$ cat src/rtl/song_sequencer_if.sv
// Bundles the button pulses, song ROM port and note player handshake
// seen by the song sequencer.
interface song_sequencer_if #(
  parameter int NOTE_AW = 5,
  parameter int NOTE_W  = 6,
  parameter int DUR_W   = 6
);
  logic                      play_pause;
  logic                      next;
  logic                      note_done;
  logic [NOTE_W+DUR_W-1:0]   rom_data;
  logic [NOTE_AW+1:0]        rom_addr;
  logic                      play;
  logic [1:0]                song;
  logic [NOTE_W-1:0]         note;
  logic [DUR_W-1:0]          duration;
  logic                      load_new_note;
  logic                      reset_player;

  modport master (
    input  play_pause, next, note_done, rom_data,
    output rom_addr, play, song, note, duration, load_new_note, reset_player
  );

  modport slave (
    output play_pause, next, note_done, rom_data,
    input  rom_addr, play, song, note, duration, load_new_note, reset_player
  );
endinterface

$ cat src/rtl/song_sequencer.sv
// Song sequencer: play/pause and song selection control, and note-by-note
// walk of the song ROM with a load/done handshake to the note player.
module song_sequencer #(
  parameter int NOTE_AW = 5,
  parameter int NOTE_W  = 6,
  parameter int DUR_W   = 6
) (
  input  logic              clk,
  input  logic              reset,
  song_sequencer_if.master  bus
);

  localparam logic [2:0] FETCH     = 3'd0;
  localparam logic [2:0] WAIT_ROM  = 3'd1;
  localparam logic [2:0] LOAD      = 3'd2;
  localparam logic [2:0] WAIT_NOTE = 3'd3;
  localparam logic [2:0] SONG_END  = 3'd4;

  logic [2:0]         state;
  logic [NOTE_AW-1:0] note_idx;
  logic [1:0]         song_r;
  logic               play_r;
  logic [NOTE_W-1:0]  note_r;
  logic [DUR_W-1:0]   duration_r;
  logic               load_r;
  logic               reset_player_r;
  logic [NOTE_W-1:0]  rom_note;
  logic [DUR_W-1:0]   rom_dur;

  assign {rom_note, rom_dur} = bus.rom_data;

  always_ff @(posedge clk) begin
    if (reset) begin
      state          <= FETCH;
      note_idx       <= '0;
      song_r         <= '0;
      play_r         <= 1'b0;
      note_r         <= '0;
      duration_r     <= '0;
      load_r         <= 1'b0;
      reset_player_r <= 1'b0;
    end else begin
      load_r         <= 1'b0;
      reset_player_r <= 1'b0;
      // A next pulse and the end-of-song state share one song-change action;
      // next outranks play_pause and any pending load.
      if (bus.next || state == SONG_END) begin
        play_r         <= 1'b0;
        song_r         <= song_r + 2'd1;
        note_idx       <= '0;
        reset_player_r <= 1'b1;
        state          <= FETCH;
      end else begin
        if (bus.play_pause)
          play_r <= ~play_r;
        case (state)
          FETCH: begin
            if (play_r)
              state <= WAIT_ROM;
          end
          WAIT_ROM: state <= LOAD;
          LOAD: begin
            if (rom_dur == '0) begin
              state <= SONG_END;
            end else begin
              note_r     <= rom_note;
              duration_r <= rom_dur;
              load_r     <= 1'b1;
              state      <= WAIT_NOTE;
            end
          end
          WAIT_NOTE: begin
            if (bus.note_done) begin
              if (note_idx == '1) begin
                state <= SONG_END;
              end else begin
                note_idx <= note_idx + 1'b1;
                state    <= FETCH;
              end
            end
          end
          default: state <= FETCH;
        endcase
      end
    end
  end

  assign bus.rom_addr      = {song_r, note_idx};
  assign bus.play          = play_r;
  assign bus.song          = song_r;
  assign bus.note          = note_r;
  assign bus.duration      = duration_r;
  assign bus.load_new_note = load_r;
  assign bus.reset_player  = reset_player_r;

endmodule

$ cat src/flat_wrapper.sv
// flat-port wrapper written by rule: the top's interface ports become plain ports
module song_sequencer_flat 
#(
  parameter int NOTE_AW = 5,
  parameter int NOTE_W  = 6,
  parameter int DUR_W   = 6
)
  (clk, reset, bus_play_pause, bus_next, bus_note_done, bus_rom_data, bus_rom_addr, bus_play, bus_song, bus_note, bus_duration, bus_load_new_note, bus_reset_player);
  song_sequencer_if #(.NOTE_AW(NOTE_AW), .NOTE_W(NOTE_W), .DUR_W(DUR_W)) bus_i ();
  input  logic clk;
  input  logic reset;
  input wire logic [$bits(bus_i.play_pause)-1:0] bus_play_pause;
  input wire logic [$bits(bus_i.next)-1:0] bus_next;
  input wire logic [$bits(bus_i.note_done)-1:0] bus_note_done;
  input wire logic [$bits(bus_i.rom_data)-1:0] bus_rom_data;
  output wire logic [$bits(bus_i.rom_addr)-1:0] bus_rom_addr;
  output wire logic [$bits(bus_i.play)-1:0] bus_play;
  output wire logic [$bits(bus_i.song)-1:0] bus_song;
  output wire logic [$bits(bus_i.note)-1:0] bus_note;
  output wire logic [$bits(bus_i.duration)-1:0] bus_duration;
  output wire logic [$bits(bus_i.load_new_note)-1:0] bus_load_new_note;
  output wire logic [$bits(bus_i.reset_player)-1:0] bus_reset_player;
  assign bus_i.play_pause = bus_play_pause;
  assign bus_i.next = bus_next;
  assign bus_i.note_done = bus_note_done;
  assign bus_i.rom_data = bus_rom_data;
  assign bus_rom_addr = bus_i.rom_addr;
  assign bus_play = bus_i.play;
  assign bus_song = bus_i.song;
  assign bus_note = bus_i.note;
  assign bus_duration = bus_i.duration;
  assign bus_load_new_note = bus_i.load_new_note;
  assign bus_reset_player = bus_i.reset_player;
  song_sequencer #(.NOTE_AW(NOTE_AW), .NOTE_W(NOTE_W), .DUR_W(DUR_W)) u_core (.clk(clk), .reset(reset), .bus(bus_i));
endmodule
$ cat config.mk
export PLATFORM = sky130hd
export DESIGN_NAME = song_sequencer_flat
export DESIGN_NICKNAME = d
export VERILOG_FILES = /design/src/rtl/song_sequencer_if.sv /design/src/rtl/song_sequencer.sv /design/src/flat_wrapper.sv
export SDC_FILE = /design/constraint.sdc
export NUM_CORES = 1
export LEC_CHECK = 0
export ABC_AREA = 1
export CAP_MARGIN = 10
export CELL_PAD_IN_SITES_DETAIL_PLACEMENT = 0
export CELL_PAD_IN_SITES_GLOBAL_PLACEMENT = 1
export CORE_AREA = 2 2 65 67
export CTS_BUF_LIST = sky130_fd_sc_hd__clkbuf_16
export CTS_CLUSTER_SIZE = 30
export DETAILED_ROUTE_END_ITERATION = 10
export DIE_AREA = 0 0 67 69
export GPL_TIMING_DRIVEN = 0
export HOLD_SLACK_MARGIN = 0.12
export PLACE_DENSITY = 0.73
export SYNTH_ARGS = -nofsm -noshare
export SYNTH_HDL_FRONTEND = slang
export SYNTH_SLANG_ARGS = --single-unit
$ cat constraint.sdc
create_clock -name clk -period 1.65 [get_ports clk]
set_input_delay 0.33 -clock clk [delete_from_list [all_inputs] [get_ports clk]]
set_output_delay 0.33 -clock clk [all_outputs]
set_load 0.005 [all_outputs]
# Word-level counts from Yosys, hierarchy flattened
# Cells that the tools add are included.
# word_totals
reg_bits	25
output_inout_bits	24
# op_classes
mux	7
n_eq_ne	7
n_bitwise	5
add_sub_neg	2
n_reduce_logical	8
# ops
operator	n
two-way mux 3 bit	4
case mux 3 bit (4 select lines)	1
== test 3 x 2 -> 1 bit, second input constant	2
zero test 6 bit	1
AND reduction 3 bit	2
adder 5 x 1 -> 5 bit, second input constant	1
== test 5 bit, second input constant	1
inverter 1 bit	5
== test 3 x 1 -> 1 bit, second input constant	1
== test 3 bit, second input constant	1
zero test 3 bit	1
OR reduction 3 bit	1
adder 2 x 1 -> 2 bit, second input constant	1
two-way mux 1 bit	2
inequality test 2 x 1 -> 1 bit, second input constant	1
inequality test 2 bit, second input constant	1
AND reduction 2 bit	1
OR reduction 2 bit	1
logical OR 1 bit	1

# Logic depth before layout (Yosys ltp)
# Gate-level depths: netlist (run 1).
# logic_depth
depth_word	4
ltp_mapped	10
mapped_depth_nobuf	10

# Worst setup path after synthesis (run 1)
# OpenSTA, ideal clock, no wires.
# synth_timing
path_type	register to register
from	register u_core.note_idx[0]
to	register u_core.note_idx[2]
t_required_ns	1.530
path_buffers	0
arrival_time_ns	1.301
slack_ns	0.230
setup_ns	0.120
path_stages_with_launch	11
path_cell_list	dfxtp_1 -> ha_1 -> inv_1 -> nor2_1 -> ha_1 -> nor2_1 -> nand2_1 -> inv_1 -> nand3_1 -> nand2_1 -> nor2_1
# synth_between
elab_chain_cells	3
elab_cells_between_ends	4
cone_classes	add/sub (1); eq/ne (1); bitwise (1); reduce/logical (1)
# synth_rtl
element	line	text
from (decl)	song_sequencer.sv:20	logic [NOTE_AW-1:0] note_idx;
from (signal assigned)	song_sequencer.sv:77	note_idx <= note_idx + 1'b1;
parallel branches: the longest is 3 deep, another holds adder 5 x 1 -> 5 bit	-	
# Parallel ways; which one is timed is not known.
# A chain may end at the register's enable or synchronous reset.

# Worst setup path after layout (run 1)
# layout_timing
from	register u_core.song_r[0], in the netlist u_core.bus.song[0]
to	output bus_song[0]
# layout_rtl
element	line	text
from (decl)	song_sequencer.sv:21	logic [1:0] song_r;
from (signal assigned)	song_sequencer.sv:49	song_r <= song_r + 2'd1;
to (decl)	flat_wrapper.sv:18	output wire logic [$bits(bus_i.song)-1:0] bus_song;
# No word-level cell between the ends.

==> impl_metrics.json, run 1 <==
{
  "rr_endpoint": "u_core.note_idx[0]",
  "grt_start_max_net_pins": 14,
  "worst_clock_skew_ns": 0.001607,
  "mappedNetlistArea_mm2": 0.001149,
  "detailedRoute.firstIterationViolations": 64,
  "via_count": 1135,
  "layout-drive-gt1-share_pct": 6.635,
  "drtPass1Iterations": 3,
  "clock_latency_reported_for_the_late_side_of_the_worst_skew_pair_ns": 0.26,
  "placedCellCount": 257,
  "regToRegSetupSlack_ns": 0.14,
  "ctsLongestPathBuffers": 2,
  "postSynthRegisterBits": 25,
  "combinational_power_share_pct": 10.6,
  "rsz0062_at_grt": "false",
  "mappedNetlistNets": 186,
  "rows": 23,
  "grt.total_usage_pct": 12.57,
  "die_width_um": 67,
  "internal_power_uw": 1016,
  "drc": 0,
  "antennaDiodeCount": 0,
  "clk_pin_slew_worst_paths_ns": 0.06,
  "first_global_vias": 1085,
  "maxCapViolCount": 0,
  "synth.avg_cell_area_um2": 6.878,
  "setup-tns-final_ns": 0,
  "switching_share_pct": 20.97,
  "die_h_um": 69,
  "timing.critical_path.from": "u_core.bus.song[0]",
  "multi_input_comb_area_um2": 524.3,
  "grt_pass1_wl_um": 4616,
  "crit_required_ns": 1.32,
  "floorplan_core_area_mm2": 0.003914,
  "synthesis.instances": 167,
  "worst_pin_slew_ns": 0.3879,
  "critPathMaxFanout": 4,
  "cts_tree": "yes",
  "p_leak_uw": 0.0007314,
  "rr_startpoint": "u_core.note_idx[0]",
  "timing.final.crit_period_ns": 1.557,
  "switching_component_of_the_power_uw": 269.4,
  "cts.htree.levels": 1,
  "seq_cell_area_um2": 500.5,
  "detail_route.vias_per_cell": 4.349,
  "max_freq_mhz": 642.4,
  "remaining_global_route_overflow": 0,
  "p_clk_share_pct": 41.1,
  "worst_hold_path_class": "register to register",
  "floorplan.die_area_mm2": 0.004623,
  "cts_inserted_buffers": 3,
  "synth_warnings": 0,
  "clock-sinks": 25,
  "gpl.final_weighted_congestion": 0.7373,
  "drt.antenna.violating_nets": 0,
  "r2r.worst_path.cells": 8,
  "synth.yosys.seq_area_share_pct": 43.57,
  "stdcell_area_mm2": 0.001694,
  "pin_count": 41,
  "final-max-slew-violation-count": 0,
  "crit_path_start_kind": "register",
  "timing.setup.critical_path_class": "register to primary output",
  "place.detailed.hpwl_um": 2084,
  "fin_cells": 261,
  "timing.final.hold_violations": 0,
  "relative_max_transition_margin_pct": 74.14,
  "finish.net_count": 231,
  "initial_utilization_pct": 29.35,
  "ir_worst_vdd_uv": 310.0,
  "synth.lib_cells_used.distinct": 21,
  "arrival_ns": 1.23,
  "finalCritPeriodShare_pct": 94.34,
  "number_of_antenna_violations_at_the_first_check_in_global_routing": 0,
  "p_per_area_mw_per_mm2": 758.6,
  "drt-wirelength-per-cell_um": 10.24,
  "fin_util_pct": 43.29,
  "area_growth_pct": 47.49,
  "fillers": 436,
  "seq_power_share_pct": 48.3,
  "clock_tree.root_cell": "clkbuf_16",
  "run_status": "complete, no violations",
  "port_buffers": 40,
  "placement.cell_area_mm2": 0.001612,
  "capturing_element_type_of_the_critical_path": "primary output",
  "setup_viol": 0,
  "finalWirelength_um": 2672,
  "cp-endpoint": "bus_song[0]"
}
[layout make-up]
cell class / instances / area share (%)
sequential: 25 / 29.54
clock buffer: 3 / 4.431
buffer: 7 / 2.437
tap: 50 / 3.693
multi-input combinational: 112 / 30.95
clock inverter: 1 / 0.2216
inverter: 23 / 5.096
timing repair buffer: 40 / 23.63
[sequential cells by signal, summed over array words and instances, names as in the netlist]
register and flops:
u_core.bus.duration 6, u_core.bus.note 6, u_core.note_idx 5, u_core.state 3, u_core.bus.song 2, u_core.bus.load_new_note 1, u_core.bus.play 1, u_core.bus.reset_player 1
[routing by layer]
| metal | GRT usage, % | wire length, um |
|---|---|---|
| met3 | 2.936 | 155 |
| met2 | 20.57 | 1239 |
| met5 | 0 | 0 |
| met4 | 4.762 | 51 |
| met1 | 15.69 | 1226 |
[power groups by stage]
stage,registers (uW),logic [uW],clock network (uW)
final,621,136,528
after global routing,622,153,575
after CTS,621,139,554
after detailed placement,635,138,0
after global placement,634,137,0
after floorplan,635,57.6,0
[critical path, stage by stage (launching register included)]
cell,delay (ns)
dfxtp_1,0.37
buf_4,0.12
clkdlybuf4s50_1,0.48
[worst min-delay path by stage]
| stage | from | endpoint | slack, ns | depth (start not counted) |
|---|---|---|---|---|
| 4_1_cts | u_core.bus.duration[5] | u_core.bus.duration[5] | 0.49 | 2 |
| 3_3_place_gp | u_core.bus.note[4] | u_core.bus.note[4] | 0.46 | 2 |
| 6_report | u_core.bus.note[2] | u_core.bus.note[2] | 0.48 | 2 |
| 5_1_grt | u_core.bus.duration[5] | u_core.bus.duration[5] | 0.51 | 2 |
| 2_1_floorplan | reset | u_core.bus.reset_player | 0.40 | 1 |
| 3_5_place_dp | u_core.bus.duration[5] | u_core.bus.duration[5] | 0.47 | 2 |
[repair_timing]
| action | CTS | global route |
|---|---|---|
| setup buffers | 0 | 0 |
| resized for setup | 0 | 4 |
| endpoints found under the hold margin | 0 | 0 |
| hold buffers | 0 | 0 |
| endpoints found under the setup margin | 0 | 15 |
[cells in the mapped netlist]
master	count	area share, %
a21o_1	1	0.65
a21oi_1	6	2.6
buf_1	1	0.33
buf_2	2	0.87
buf_4	3	2.0
clkbuf_1	1	0.33
dfxtp_1	25	44
ha_1	2	2.2
inv_1	23	7.5
nand2_1	33	11
nand2_2	1	0.55
nand3_1	6	2.6
nand4_1	12	6.5
nor2_1	43	14
nor2_4	1	0.98
nor3_1	1	0.44
nor3_2	1	0.87
o21ai_0	1	0.44
o21bai_1	1	0.65
or2_1	1	0.55
xnor2_1	2	1.5
[layout by cell type (no fill, tap or decap), types with 2 or more instances in the layout]
master	instances
a21oi_1	6
xnor2_1	2
inv_1	23
nor2_1	43
nand4_1	12
clkbuf_16	3
nand3_1	6
ha_1	2
dfxtp_1	25
clkdlybuf4s50_1	40
buf_4	3
nand2_1	32
buf_2	2
nand2_2	2
[stage by stage]
stage | hold slack [ns] | worst slack (ns) | power (uW)
5_1_grt | 0.5063 | 0.01751 | 1350
4_1_cts | 0.4851 | 0.06157 | 1313
3_3_place_gp | 0.4647 | -0.1698 | 770.6
3_5_place_dp | 0.4713 | -0.1709 | 772.2
6_report | 0.4775 | 0.09334 | 1285
2_1_floorplan | 0.4024 | 0.2295 | 692.3
[cells by family (layout without fill, tap and decap cells)]
family / Yosys count / after routing / share of synthesized area (%)
xor+xnor: 2 / 2 / 1.525
fa+ha+maj: 2 / 2 / 2.178
flops: 25 / 25 / 43.57
buf+inv: 30 / 74 / 11.00
compound gates: 9 / 9 / 4.357
simple gates: 99 / 99 / 37.36
No activity file was read; power rests on OpenSTA's default activity.
==> run 2, diff against run 1 <==
- CTS_CLUSTER_SIZE: 30 -> 20
==> results of run 2 <==
The final DEF is identical to that of run 1; final timing and power are the same.
